==> config.mk <==
export PLATFORM = sky130hd
export DESIGN_NAME = lgn_frame_sequencer_flat
export DESIGN_NICKNAME = d
export VERILOG_FILES = /design/src/rtl/lgn_pkg.sv /design/src/rtl/lgn_frame_sequencer_if.sv /design/src/rtl/lgn_frame_counter.sv /design/src/rtl/lgn_frame_sequencer.sv /design/src/flat_wrapper.sv
export SDC_FILE = /design/constraint.sdc
export NUM_CORES = 1
export LEC_CHECK = 0
export ABC_CLOCK_PERIOD_IN_PS = 2500
export BUFFER_PORTS_ARGS = -buffer_cell sky130_fd_sc_hd__buf_2
export CORE_ASPECT_RATIO = 1.1
export CORE_UTILIZATION = 50
export DETAILED_ROUTE_END_ITERATION = 16
export PLACE_DENSITY = 0.78
export SLEW_MARGIN = 20
export SYNTH_ARGS = -nofsm -noshare
export SYNTH_HDL_FRONTEND = slang
export SYNTH_SLANG_ARGS = --single-unit
==> constraint.sdc <==
create_clock -name clk -period 2.5 [get_ports clk]
set_input_delay 0.375 -clock clk [delete_from_list [all_inputs] [get_ports clk]]
set_output_delay 0.375 -clock clk [all_outputs]
set_load 0.02 [all_outputs]
==> src/rtl/lgn_pkg.sv <==
// Shared types and constants for the lgn core and its frame sequencer.
package lgn_pkg;
  localparam int LGN_INPUT_BITS      = 784;
  localparam int LGN_BYTES_PER_FRAME = LGN_INPUT_BITS / 8;
  localparam int LGN_CATEGORIES      = 10;
  localparam int LGN_SCORE_W         = 8;

  typedef enum logic [1:0] {
    ST_IDLE,
    ST_LOAD,
    ST_SETTLE,
    ST_RESULT
  } lgn_seq_state_t;

  typedef struct packed {
    logic [3:0]             index;
    logic [LGN_SCORE_W-1:0] value;
  } lgn_result_t;
endpackage

==> src/rtl/lgn_frame_sequencer_if.sv <==
// Byte stream in, core shift/result port, result stream out.
interface lgn_frame_sequencer_if #(parameter int SCORE_W = 8);
  logic               in_valid;
  logic               in_ready;
  logic [7:0]         in_data;
  logic               in_last;
  logic               lgn_write_enable;
  logic [7:0]         lgn_data;
  logic [3:0]         lgn_index;
  logic [SCORE_W-1:0] lgn_value;
  logic               res_valid;
  logic               res_ready;
  logic [3:0]         res_index;
  logic [SCORE_W-1:0] res_value;

  // master = byte producer, core and result consumer seen together
  modport master (
    output in_valid, in_data, in_last, lgn_index, lgn_value, res_ready,
    input  in_ready, lgn_write_enable, lgn_data, res_valid, res_index, res_value
  );
  modport slave (
    input  in_valid, in_data, in_last, lgn_index, lgn_value, res_ready,
    output in_ready, lgn_write_enable, lgn_data, res_valid, res_index, res_value
  );
endinterface

==> src/rtl/lgn_frame_counter.sv <==
// 7-bit byte counter; terminal flags that the next increment lands on TERM.
module lgn_frame_counter #(
  parameter int TERM = 98
) (
  input  logic       clk,
  input  logic       rst_n,
  input  logic       clr,
  input  logic       inc,
  output logic [6:0] count,
  output logic       terminal
);
  logic [6:0] count_q, count_d;

  always_comb count_d = clr ? 7'd0 : count_q + {6'd0, inc};

  always_ff @(posedge clk or negedge rst_n) begin
    if (!rst_n) count_q <= 7'd0;
    else        count_q <= count_d;
  end

  assign count    = count_q;
  assign terminal = (count_q == 7'(TERM - 1));
endmodule

==> src/rtl/lgn_frame_sequencer.sv <==
// Frames 98-byte images into the lgn core, waits out the settle window and
// registers the arg-max result behind a valid/ready handshake.
module lgn_frame_sequencer
  import lgn_pkg::*;
#(
  parameter int INPUT_BITS    = 784,
  parameter int SETTLE_CYCLES = 4,
  parameter int SCORE_W       = 8
) (
  input  logic                  clk,
  input  logic                  rst_n,
  lgn_frame_sequencer_if.slave  bus,
  input  logic                  err_clr,
  output logic                  busy,
  output logic                  frame_err,
  output logic [15:0]           frame_cnt
);
  localparam int BYTES_PER_FRAME = INPUT_BITS / 8;

  typedef struct packed {
    logic [3:0]         index;
    logic [SCORE_W-1:0] value;
  } res_t;

  lgn_seq_state_t state_q, state_d;
  logic [3:0]     settle_q, settle_d;
  res_t           res_q, res_d;
  logic           frame_err_q, frame_err_d;
  logic [15:0]    frame_cnt_q, frame_cnt_d;
  logic           in_ready, accept, byte_clr, byte_inc, terminal;
  logic [6:0]     byte_cnt;
  logic           unused_byte_cnt;

  lgn_frame_counter #(.TERM(BYTES_PER_FRAME)) u_byte_cnt (
    .clk      (clk),
    .rst_n    (rst_n),
    .clr      (byte_clr),
    .inc      (byte_inc),
    .count    (byte_cnt),
    .terminal (terminal)
  );
  assign unused_byte_cnt = ^byte_cnt;

  always_ff @(posedge clk or negedge rst_n) begin
    if (!rst_n) begin
      state_q     <= ST_IDLE;
      settle_q    <= 4'd0;
      res_q       <= '0;
      frame_err_q <= 1'b0;
      frame_cnt_q <= 16'd0;
    end else begin
      state_q     <= state_d;
      settle_q    <= settle_d;
      res_q       <= res_d;
      frame_err_q <= frame_err_d;
      frame_cnt_q <= frame_cnt_d;
    end
  end

  always_comb begin
    state_d     = state_q;
    settle_d    = settle_q;
    res_d       = res_q;
    frame_err_d = frame_err_q;
    frame_cnt_d = frame_cnt_q;
    byte_clr    = 1'b0;
    byte_inc    = 1'b0;
    if (err_clr) frame_err_d = 1'b0;
    unique case (state_q)
      ST_IDLE, ST_LOAD: begin
        if (accept) begin
          // Byte counter is cleared on every frame end so IDLE always starts from 0.
          if (bus.in_last || terminal) begin
            byte_clr = 1'b1;
            if (bus.in_last && terminal) begin
              state_d  = ST_SETTLE;
              settle_d = 4'(SETTLE_CYCLES);
            end else begin
              state_d     = ST_IDLE;
              frame_err_d = 1'b1;
            end
          end else begin
            byte_inc = 1'b1;
            state_d  = ST_LOAD;
          end
        end
      end
      ST_SETTLE: begin
        settle_d = settle_q - 4'd1;
        if (settle_q == 4'd1) begin
          state_d     = ST_RESULT;
          res_d       = '{index: bus.lgn_index, value: bus.lgn_value};
          frame_cnt_d = frame_cnt_q + 16'd1;
        end
      end
      ST_RESULT: if (bus.res_ready) state_d = ST_IDLE;
      default:   state_d = ST_IDLE;
    endcase
  end

  always_comb begin
    in_ready             = (state_q == ST_IDLE) || (state_q == ST_LOAD);
    accept               = bus.in_valid && in_ready;
    bus.in_ready         = in_ready;
    bus.lgn_write_enable = accept;
    bus.lgn_data         = bus.in_data;
    bus.res_valid        = (state_q == ST_RESULT);
    bus.res_index        = res_q.index;
    bus.res_value        = res_q.value;
    busy                 = (state_q != ST_IDLE);
    frame_err            = frame_err_q;
    frame_cnt            = frame_cnt_q;
  end
endmodule

==> src/flat_wrapper.sv <==
// flat-port wrapper written by rule: the top's interface ports become plain ports
module lgn_frame_sequencer_flat import lgn_pkg::*;
#(
  parameter int INPUT_BITS    = 784,
  parameter int SETTLE_CYCLES = 4,
  parameter int SCORE_W       = 8
)
  (clk, rst_n, err_clr, busy, frame_err, frame_cnt, bus_in_valid, bus_in_data, bus_in_last, bus_lgn_index, bus_lgn_value, bus_res_ready, bus_in_ready, bus_lgn_write_enable, bus_lgn_data, bus_res_valid, bus_res_index, bus_res_value);
  lgn_frame_sequencer_if #(.SCORE_W(SCORE_W)) bus_i ();
  input  logic clk;
  input  logic rst_n;
  input  logic err_clr;
  output logic busy;
  output logic frame_err;
  output logic [15:0] frame_cnt;
  input wire logic [$bits(bus_i.in_valid)-1:0] bus_in_valid;
  input wire logic [$bits(bus_i.in_data)-1:0] bus_in_data;
  input wire logic [$bits(bus_i.in_last)-1:0] bus_in_last;
  input wire logic [$bits(bus_i.lgn_index)-1:0] bus_lgn_index;
  input wire logic [$bits(bus_i.lgn_value)-1:0] bus_lgn_value;
  input wire logic [$bits(bus_i.res_ready)-1:0] bus_res_ready;
  output wire logic [$bits(bus_i.in_ready)-1:0] bus_in_ready;
  output wire logic [$bits(bus_i.lgn_write_enable)-1:0] bus_lgn_write_enable;
  output wire logic [$bits(bus_i.lgn_data)-1:0] bus_lgn_data;
  output wire logic [$bits(bus_i.res_valid)-1:0] bus_res_valid;
  output wire logic [$bits(bus_i.res_index)-1:0] bus_res_index;
  output wire logic [$bits(bus_i.res_value)-1:0] bus_res_value;
  assign bus_i.in_valid = bus_in_valid;
  assign bus_i.in_data = bus_in_data;
  assign bus_i.in_last = bus_in_last;
  assign bus_i.lgn_index = bus_lgn_index;
  assign bus_i.lgn_value = bus_lgn_value;
  assign bus_i.res_ready = bus_res_ready;
  assign bus_in_ready = bus_i.in_ready;
  assign bus_lgn_write_enable = bus_i.lgn_write_enable;
  assign bus_lgn_data = bus_i.lgn_data;
  assign bus_res_valid = bus_i.res_valid;
  assign bus_res_index = bus_i.res_index;
  assign bus_res_value = bus_i.res_value;
  lgn_frame_sequencer #(.INPUT_BITS(INPUT_BITS), .SETTLE_CYCLES(SETTLE_CYCLES), .SCORE_W(SCORE_W)) u_core (.clk(clk), .rst_n(rst_n), .bus(bus_i), .err_clr(err_clr), .busy(busy), .frame_err(frame_err), .frame_cnt(frame_cnt));
endmodule
After elaboration in Yosys (flattened, before gate mapping)
Cells that the tools add are included.
- register bits: 42
- word-level logic and storage cells: 53
- equal/unequal tests: 10
- reductions and logical operators: 11
- add/subtract/negate cells: 3
- muxes and demuxes: 22
- operator list (operator ; count):
    $add 16x1->16 const B ; 1
    $mux 4 ; 3
    $mux 1 ; 11
    $mux 2 ; 5
    $pmux 4 s2 ; 1
    $add 7x1->7 ; 1
    $eq 7x7->1 const B ; 1
    $mux 7 ; 1
    $ne 2x1->1 const B ; 3
    $pmux 2 s3 ; 1
    $eq 2x2->1 const B ; 2
    $eq 4x1->1 const B ; 1
    $ne 2x2->1 const B ; 2
    $reduce_and 4->1 ; 1
    $reduce_bool 2->1 ; 2
    $sub 4x1->4 const B ; 1
    $reduce_and 3->1 ; 1
    $eq 2x1->1 const B ; 1
    $logic_and 1x1->1 ; 2
    $logic_not 2->1 ; 1
    $logic_or 1x1->1 ; 2
    $reduce_and 2->1 ; 1
    $reduce_or 2->1 ; 1

Longest topological paths before layout
- word-level depth: 7
- mapped depth: 10
- gate-level depth less buffers: 9

Modules after synthesis
From an unflattened synthesis, not the netlist that was laid out.
- cell total of the unflattened synthesis: 168
- area total of the unflattened synthesis: 1949.4 µm²
- by module, submodules not included (module ; area an instance (µm²) ; instances ; seq. area each (µm²) ; cells each):
    lgn_frame_sequencer ; 1612.8 ; 1 ; 875.8 ; 137
    lgn_frame_counter ; 336.6 ; 1 ; 175.2 ; 31

Worst setup path after synthesis
Ideal clock, no wire load.
- path type: reg2reg
- start point: reg u_core.state_q[1]
- end point: reg u_core.u_byte_cnt.count_q[6] (netlist: u_core.u_byte_cnt.count[6])
- data arrival time: 1730 ps
- slack: 649 ps
- cell stages (with the launch flop): 11
- buffers on the path: 1
- library setup time: 120 ps
- required time: 2380 ps
- cells stage by stage: dfrtp_1 buf_2 inv_1 nand2_1 nor3_1 ha_1 ha_1 nand3_1 nor2_1 xnor2_1 nor2_1
- cells in the longest elaborated chain, start to end: 7
- elaborated cells on any way between the ends: 11
- classes of those cells: add/sub (1); eq/ne (1); mux (5); reduce/logical (4)
- ends and longest elaborated chain (what ; line ; text):
    start, declared ; lgn_frame_sequencer.sv:25 ; lgn_seq_state_t state_q, state_d;
    start signal, assigned ; lgn_frame_sequencer.sv:52 ; state_q <= state_d;
    $eq 2x1->1 or $logic_not 2->1 (tied branches) ; lgn_frame_sequencer.sv:102 ; in_ready = (state_q == ST_IDLE) || (state_q == ST_LOAD);
    $logic_or 1x1->1 * ; lgn_frame_sequencer.sv:102 ;
    net bus_in_ready ; flat_wrapper.sv:22 ; output wire logic [$bits(bus_i.in_ready)-1:0] bus_in_ready;
    $logic_and 1x1->1 * ; lgn_frame_sequencer.sv:103 ; accept = bus.in_valid && in_ready;
    $mux 1 ; lgn_frame_sequencer.sv:71 ; if (accept) begin
    $mux 1 ; lgn_frame_sequencer.sv:69 ; unique case (state_q)
    $add 7x1->7 ; lgn_frame_counter.sv:14 ; always_comb count_d = clr ? 7'd0 : count_q + {6'd0, inc};
    $mux 7 * ; lgn_frame_counter.sv:14 ;
    net u_core.u_byte_cnt.count_d[6] ; lgn_frame_counter.sv:12 ; logic [6:0] count_q, count_d;
    end signal, assigned ; lgn_frame_counter.sv:18 ; else count_q <= count_d;
    end, declared ; lgn_frame_counter.sv:12 ;
The timed path passes the listed nets; every way through them passes the cells marked *.
A chain may end at the register's enable or synchronous reset.

Worst setup path after layout
- start point: reg u_core.u_byte_cnt.count_q[3] (netlist: u_core.u_byte_cnt.count[3])
- end point: reg u_core.u_byte_cnt.count_q[6] (netlist: u_core.u_byte_cnt.count[6])
- cells in the longest elaborated chain, start to end: 7
- elaborated cells on any way between the ends: 10
- classes of those cells: add/sub (1); eq/ne (1); mux (7); reduce/logical (1)
- ends and longest elaborated chain (what ; line ; text):
    $eq 7x7->1 ; lgn_frame_counter.sv:22 ; assign terminal = (count_q == 7'(TERM - 1));
    $logic_or 1x1->1 ; lgn_frame_sequencer.sv:73 ; if (bus.in_last || terminal) begin
    $mux 1 ; lgn_frame_sequencer.sv:73 ;
    $mux 1 ; lgn_frame_sequencer.sv:71 ;
    $mux 1 ; lgn_frame_sequencer.sv:69 ;
    $add 7x1->7 ; lgn_frame_counter.sv:14 ;
    $mux 7 * ; lgn_frame_counter.sv:14 ;
    net u_core.u_byte_cnt.count_d[6] ; lgn_frame_counter.sv:12 ;
Marks and branches as above.

==> run summary <==
Outcome - completed
Number of port buffers - 50
CTS Buffer Depth - 2
Global-route wire length before repair - 5844 µm
TNS Setup - 0 ns
Clk slew on worst S/H paths - 0.07 ns
Worst setup SP type - flip-flop
Clock Latency Late Sink - 0.29 ns
Fin area - 2382 µm²
Post-CTS Resized - 0
CP max stage cell - dfrtp_1
Ranking of synthesized cells by area - dfrtp_1 51%, mux2_4 6.6%, xnor2_1 6.4%, xor2_1 3.9%, nand2_1 3.1%
Initial DRC Count - 74
Hold buffers post-CTS - 0
VDD IR max - 0.3157 mV
Mean Syn Cell Area - 12.18 µm²
Worst slew margin - 0.4078
Global-route usage over all layers - 0.1736
Final setup fails - 0
Flops & latches, synth - 42
Top-count cell post-synth - dfrtp_1
WP data arrival - 2.17 ns
Max Cap Viol - 0
Final Skew - 0.006576 ns
Core footprint - 3934 µm²
Tightest Pin Transition - 0.8882 ns
Post-CTS Setup Bufs - 0
Die area - 4354 µm²
Yosys warns - 0
Area Growth Syn to Fin - 16.38%
Root buf cell - clkbuf_8
Fin. Hold Viols - 0
Pre-antenna DRT Iters - 4
Leakage - 0.001294 µW
Crit. End Element - flip-flop
Syn Nets - 199
Post-DRT Antenna Nets - 0
Synth Cell Area - 2047 µm²
Total Wirelength - 3291 µm
Top_reg_cell synth - dfrtp_1
Total CTS buffers - 5
Register area share after synthesis - 0.5134
Worst-path fanout max - 5
CP top delay family - simple AND/OR/NAND/NOR gates
Distinct cells, synth - 36
Antenna violations before repair - 0
CTS tree - done
Number of enable flip-flop cells after synthesis - 0
CTS H-tree lvls - 2
I/O Pins - 67
Ant diodes - 0
Pin count of the biggest net entering global routing - 43
DR DRC count - 0
Commonest cells post-synth - 42 x dfrtp_1, 17 x nand2_1, 15 x xnor2_1
Post-synth top area share - 0.5134
Req. time, crit path - 2.68 ns
FFs w/ async S/R, synth - 1.000
DR vias/cell - 4.909
Post-Synthesis Cells - 168
Gpl congestion - 0.7747
Critical path class - flip-flop to flip-flop
Detailed placement HPWL - 2381 µm
Sinks on Clock Net - 42
Share of layout cells above drive strength 1 - 0.3709
Initial Util - 0.5204
Avg WL per Cell - 12.42 µm
Die Span X - 63.01 µm
Unrepaired setup endpoints after global routing - no
Yosys top cell by area - dfrtp_1
Power Dens Cells - 566.3 nW/µm²
Final nets - 244
Critical path, cell by cell - nor4bb_1, and3_1, nor3_1, ha_1, ha_1, nand3_1, nor2_1, xnor2_1, nor2_1
Hold Crit Class - primary input to asynchronous set/reset pin
Final period utilization - 0.7958
Grt total ovfl - 0
Buf/Inv on CP - 0
Max Slew Vio Count - 0
Period minus WS final - 1.990 ns
Via count - 1301
Die height - 69.11 µm
Vias in the first global route - 1263
Peak per-stage delay on the critical path - 0.41 ns
Max Freq - 502.6 MHz
Num rows - 24
Placed Area - 2270 µm²
Overall power - 1349 µW
[per-stage QoR]
step | utilization | hold WS (ns) | setup WS, ns | std cells
floorplan | - | 0.07941 | 0.6494 | 168
global placement | 0.5770 | 0.4543 | 0.5765 | 258
detailed placement | 0.5770 | 0.4586 | 0.5006 | 258
CTS | 0.6056 | 0.2349 | 0.4978 | 265
global route | 0.6056 | 0.2592 | 0.3027 | 265
finish | 0.6056 | 0.2006 | 0.5104 | 265
[worst register-to-register path: stages (launching register included)]
cell and delay (ns):
dfrtp_1 0.41, nor4bb_1 0.30, and3_1 0.30, nor3_1 0.08
ha_1 0.21, ha_1 0.22, nand3_1 0.12, nor2_1 0.07
xnor2_1 0.12, nor2_1 0.05
[cell type report]
| type | instances | area, µm² |
|---|---|---|
| Fill cell | 332 | 1551 |
| Clock buffer | 6 | 82.58 |
| Inverter | 5 | 18.77 |
| Clock inverter | 1 | 30.03 |
| Sequential cell | 42 | 1051 |
| Tap cell | 52 | 65.06 |
| Timing Repair Buffer | 50 | 250.2 |
| Multi-Input combinational cell | 109 | 884.6 |
[sequential cells by signal (all words and copies together), names as in the netlist]
name	cells
u_core.bus.res_index	4
u_core.settle_q	4
u_core.frame_cnt	16
u_core.u_byte_cnt.count	7
u_core.frame_err	1
u_core.state_q	2
u_core.bus.res_value	8
[kinds of logic after synthesis]
kind of cell / count (synthesis) / share of synthesized area
compound gates: 7 / 0.02445
xor+xnor: 24 / 0.1027
fa+ha+maj: 5 / 0.03056
buf+inv: 17 / 0.05440
flops: 42 / 0.5134
mux: 13 / 0.08802
simple gates: 60 / 0.1864
[layout by cell type (no fill, tap or decap), types with 4 or more instances in the layout]
cell type,synthesis,layout
nor2_1,10,10
mux2_2,4,4
and3_1,6,6
mux2_4,9,9
dfrtp_1,42,42
nand3_1,7,7
buf_2,2,50
nand2_1,17,17
inv_1,5,5
ha_1,5,5
xnor2_1,15,15
clkbuf_8,0,6
xor2_1,9,9
[routing by layer]
metal | up-vias | track usage | wire length [µm]
met1 | 613 | 0.2188 | 1515
li1 | 642 | - | -
met3 | 7 | 0.05960 | 198
met2 | 39 | 0.2700 | 1519
met4 | 0 | 0.07235 | 57
met5 | - | 0 | 0
[where the power goes]
group | leakage [µW] | internal (µW) | switching [µW]
sequential | 0.000537 | 701 | 16.1
combinational | 0.000700 | 46.3 | 54.2
clock | 0.0000573 | 319 | 212
total | 0.00129 | 1070 | 282
[worst paths after layout]
check / startpoint / to / slack, ns / cells past startpoint
min in group clk: err_clr / u_core.frame_err / 0.27 / 2
worst max register to register: u_core.u_byte_cnt.count[3] / u_core.u_byte_cnt.count[6] / 0.51 / 9
max in group asynchronous: rst_n / u_core.settle_q[3] / 1.74 / 1
worst max-delay path: u_core.u_byte_cnt.count[3] / u_core.u_byte_cnt.count[6] / 0.51 / 9
worst min register to register: u_core.frame_cnt[15] / u_core.frame_cnt[15] / 0.47 / 1
worst min-delay path: rst_n / u_core.frame_cnt[11] / 0.20 / 1
Note: power is estimated with default switching activity, not from simulation.
